## src/rtl/quadrature_decoder_8bit.sv

```systemverilog
// Quadrature A/B decoder: synchronises and deglitches the encoder pins, then
// tracks an 8-bit modulo position with direction, step pulse and sticky error.
module quadrature_decoder_8bit #(
  parameter int FILTER = 2
) (
  input  logic       clk,
  input  logic       reset,
  input  logic       enc_a,
  input  logic       enc_b,
  input  logic       load,
  input  logic [7:0] load_val,
  input  logic       clr_err,
  output logic [7:0] Qout,
  output logic       updown,
  output logic       step,
  output logic       err
);

  localparam int CW = 4;
  localparam logic [CW-1:0] FILT = CW'(FILTER);

  typedef struct packed {
    logic up;
    logic dn;
    logic bad;
  } dec_t;

  logic [1:0][1:0] sync_pipe;
  logic [1:0]      ab_s;
  logic [1:0]      ab_f;
  logic [1:0]      cand;
  logic [CW-1:0]   cnt;
  logic            armed;
  logic            accept;
  logic [1:0]      delta;
  dec_t            dec;

  // Position of an {A,B} value along the up sequence 00->10->11->01.
  function automatic logic [1:0] gpos(input logic [1:0] ab);
    return {ab[0], ab[1] ^ ab[0]};
  endfunction

  assign ab_s = sync_pipe[1];

  always_ff @(posedge clk or negedge reset) begin
    if (!reset) begin
      sync_pipe <= '0;
    end else begin
      sync_pipe[0] <= {enc_a, enc_b};
      sync_pipe[1] <= sync_pipe[0];
    end
  end

  // cnt counts consecutive samples of cand; reaching FILTER accepts it on the
  // following edge, so a change seen first at E0 lands at E0 + 2 + FILTER.
  assign accept = (cnt == FILT);

  always_ff @(posedge clk or negedge reset) begin
    if (!reset) begin
      ab_f  <= 2'b00;
      cand  <= 2'b00;
      cnt   <= '0;
      armed <= 1'b0;
    end else if (accept) begin
      ab_f  <= cand;
      cnt   <= '0;
      armed <= 1'b1;
    end else if (ab_s == ab_f) begin
      cnt <= '0;
    end else if (cnt == '0 || ab_s != cand) begin
      cand <= ab_s;
      cnt  <= CW'(1);
    end else begin
      cnt <= cnt + CW'(1);
    end
  end

  always_comb begin
    delta   = gpos(cand) - gpos(ab_f);
    dec     = '0;
    dec.up  = accept && armed && (delta == 2'd1);
    dec.dn  = accept && armed && (delta == 2'd3);
    dec.bad = accept && armed && (delta == 2'd2);
  end

  // load overrides any step decoded in the same cycle; an error set beats clr_err.
  always_ff @(posedge clk or negedge reset) begin
    if (!reset) begin
      Qout   <= 8'h00;
      updown <= 1'b0;
      step   <= 1'b0;
      err    <= 1'b0;
    end else begin
      step <= 1'b0;
      if (load) begin
        Qout <= load_val;
      end else if (dec.up) begin
        Qout   <= Qout + 8'd1;
        updown <= 1'b0;
        step   <= 1'b1;
      end else if (dec.dn) begin
        Qout   <= Qout - 8'd1;
        updown <= 1'b1;
        step   <= 1'b1;
      end
      if (dec.bad)
        err <= 1'b1;
      else if (clr_err)
        err <= 1'b0;
    end
  end

endmodule

```

## config.mk

```make
export PLATFORM = sky130hd
export DESIGN_NAME = quadrature_decoder_8bit
export DESIGN_NICKNAME = d
export VERILOG_FILES = /design/src/rtl/quadrature_decoder_8bit.sv
export SDC_FILE = /design/constraint.sdc
export NUM_CORES = 1
export LEC_CHECK = 0
export BUFFER_PORTS_ARGS = -buffer_cell sky130_fd_sc_hd__clkbuf_2
export CAP_MARGIN = 20
export CORE_MARGIN = 2
export CORE_UTILIZATION = 55
export CTS_BUF_LIST = sky130_fd_sc_hd__clkbuf_16
export DETAILED_ROUTE_END_ITERATION = 7
export GPL_ROUTABILITY_DRIVEN = 0
export PLACE_DENSITY = 0.84
export SLEW_MARGIN = 20
export SYNTH_ARGS = -nofsm -noshare
export SYNTH_HDL_FRONTEND = slang
export SYNTH_SLANG_ARGS = --single-unit
```

## constraint.sdc

```tcl
create_clock -name clk -period 3.2 [get_ports clk]
set_input_delay 0.32 -clock clk [delete_from_list [all_inputs] [get_ports clk]]
set_output_delay 0.32 -clock clk [all_outputs]
set_load 0.02 [all_outputs]
```

==> run_results.csv <==
group,metric,value,unit
die,ios,25,
sta,holdWs,0.0594,ns
logic_synthesis,synth_seq_area_share,42.8,%
place,portBuffers,24,
routing,wl,2.92,mm
sta,finClkSkew,0.00266,ns
routing,drtAntennaViolNets,0,
power,p_leak,0.000786,uW
place,dpl_worst_slack,0.392,ns
logic_synthesis,yosys.area.top_type,"dfrtp_1",
sta,post-route-period-util,94.3,%
logic_synthesis,syn_area,0.00140,mm^2
cts,clock-sinks,24,
critical_path,end_kind,"flip-flop",
layout,multiInputGateArea,759,um^2
cts,numCtsBuffers,3,
layout,syn_to_final_growth,18.3,%
sta,setup_slack,0.184,ns
critical_path,criticalPathCategory,"flip-flop to flip-flop",
die,core,0.00245,mm^2
place,dp_hpwl,2.00,mm
sta,slew-limit-headroom,59.2,%
layout,n_fill_cell,186,
die,die_w,54.5,um
global_route,grt_use_total,23.0,%
layout,final_core_util,67.6,%
routing,drtPass1Iterations,4,
cts,clock-root-buffer,"clkbuf_16",
global_route,grt_pass1_vias,1022,
die,num_rows,18,
critical_path,cp_max_fo,8,
logic_synthesis,synth_top_area_share,42.8,%
critical_path,start_kind,"flip-flop",
sta,setup_violations,0,
global_route,grt_overflow,0,
logic_synthesis,yosys_register_bits,24,
cts,cts_htree_levels,1,
layout,drive_gt1_share,24.8,%
die,start_util,57.2,%
logic_synthesis,synth_cells,139,
logic_synthesis,synth_edf_count,0,
global_route,grt_max_degree,25,
sta,fin_crit,3.02,ns
run,drv_cap,0,
routing,wl_per_cell,15.0,um
sta,hold_violations,0,
logic_synthesis,synth-main-ff-cell,"dfrtp_1",
layout,regArea,601,um^2
logic_synthesis,syn_avg_cell_area,10.1,um^2
sta,fmax,332,MHz
critical_path,required,3.34,ns
routing,drc,0,
global_route,grt_pass1_wl,4.69,mm
worst_hold_path,hp-class,"input port to async pin",
cts,cts_tree,"yes",
layout,n_antenna_cell,0,
layout,final_cell_mix,"24 x dfrtp_1, 24 x clkbuf_2, 13 x nand2_1",
die,dieArea,0.00297,mm^2
cts,clock_latency,0.26,ns
sta,setup_tns,0,ns
logic_synthesis,synth.area.top_cells,"dfrtp_1 43%, ha_1 9.8%, xnor2_1 5.0%",
sta,worst_pin_slew,0.611,ns
layout,finalNetCount,192,
routing,num_vias,1084,
power,p_per_area,825,mW/mm^2
cts,clock_path_buffers,2,
die,die_h,54.5,um
logic_synthesis,ys_types,36,
cts,clkTransAtPathRegs,0.06,ns
power,irDropWorstVdd,0.000548,V
routing,drt_iter0_markers,26,
sta,rsz0062_at_grt,"false",
routing,avgViaCountPerCell,5.56,
sta,drv_slew,0,
logic_synthesis,syn_nets,165,
logic_synthesis,ys_warn_count,0,
logic_synthesis,synthArstFlopShare,100,%
global_route,antenna_found_initial,0,
critical_path,critPathArrivalTime,3.15,ns
outcome,outcome,"finished, final reports clean",
[worst paths after layout]
check	from	to	slack [ns]	cells after the start
setup / recovery	cand[0]	Qout[6]	0.18	11
hold / removal	reset	Qout[0]	0.06	1
setup reg to reg	cand[0]	Qout[6]	0.18	11
hold reg to reg	sync_pipe[1]	ab_s[1]	0.35	0
max in group asynchronous	reset	sync_pipe[0]	2.74	1
min in group clk	enc_b	sync_pipe[0]	0.17	1
[critical path, cell delays in order, from the launching register on]
cell	delay [ns]
dfrtp_1	0.44
xnor2_1	0.16
ha_1	0.34
nand2b_1	0.19
inv_1	0.10
nand2_1	0.22
fa_2	0.45
a211oi_1	0.25
o21bai_1	0.14
a21oi_1	0.23
mux2i_1	0.28
nand3_1	0.10
[registers in the layout, summed over array words and instances, names as in the netlist]
name	count
Qout	8
step	1
sync_pipe	2
cand	2
updown	1
ab_s	2
err	1
cnt	4
armed	1
ab_f	2
[cell families (layout without fill, tap and decap cells)]
family	after synthesis	in the layout	share of synthesized area (%)
buffers and inverters	10	36	3.48
and+or+nand+nor	40	40	15.2
adders and majority gates	12	12	11.2
muxes	7	7	5.35
DFF	24	24	42.8
AOI/OAI and AO/OA	32	32	13.3
xor gates and xnor gates	14	14	8.73
[through the flow]
step           instances  instance area [um^2]  total power [uW]
2_1_floorplan        139                  1400               840
3_3_place_gp         191                  1550               957
3_5_place_dp         191                  1550               996
4_1_cts              195                  1660              1370
5_1_grt              195                  1660              1470
6_report             195                  1660              1370
[cells in the mapped netlist, types with 2 or more instances]
library cell / number
inv_1: 6
a211oi_1: 2
nand3_1: 6
xnor2_1: 8
dfrtp_1: 24
mux2_2: 4
nand2_1: 13
mux2i_1: 3
a21oi_1: 10
o21ai_0: 10
ha_1: 11
xor2_1: 6
clkbuf_1: 2
o31ai_1: 2
nor2_1: 8
o22ai_1: 2
a21o_1: 3
[metal layers]
layer | track usage [%] | vias to the layer above | part of all wire [%] | wire length (um)
met2 | 34.1 | 37 | 48 | 1400
li1 | - | 540 | - | -
met1 | 30.9 | 501 | 45 | 1320
met3 | 5.19 | 6 | 4.9 | 142
met5 | 0 | - | 0 | 0
met4 | 12.5 | 0 | 2.1 | 61
[what timing repair did]
item                       4_1_cts  5_1_grt
resized for setup                0        2
buffers inserted                 0        0
setup endpoints to repair        0        1
hold buffers                     0        0
[final cells by class]
class	instances	share of cell area [%]
clock buffer	3	4.52
clock inverter	1	1.81
inverter	6	1.36
multi-input combinational	105	45.7
sequential	24	36.2
tap	30	2.26
timing repair buffer	26	8.14
[where the power goes]
part           internal (uW)  switching, uW  total (uW)
logic                    270            293         563
clock network            249            109         358
registers                374           74.1         448
(Power assumes the default switching activity.)
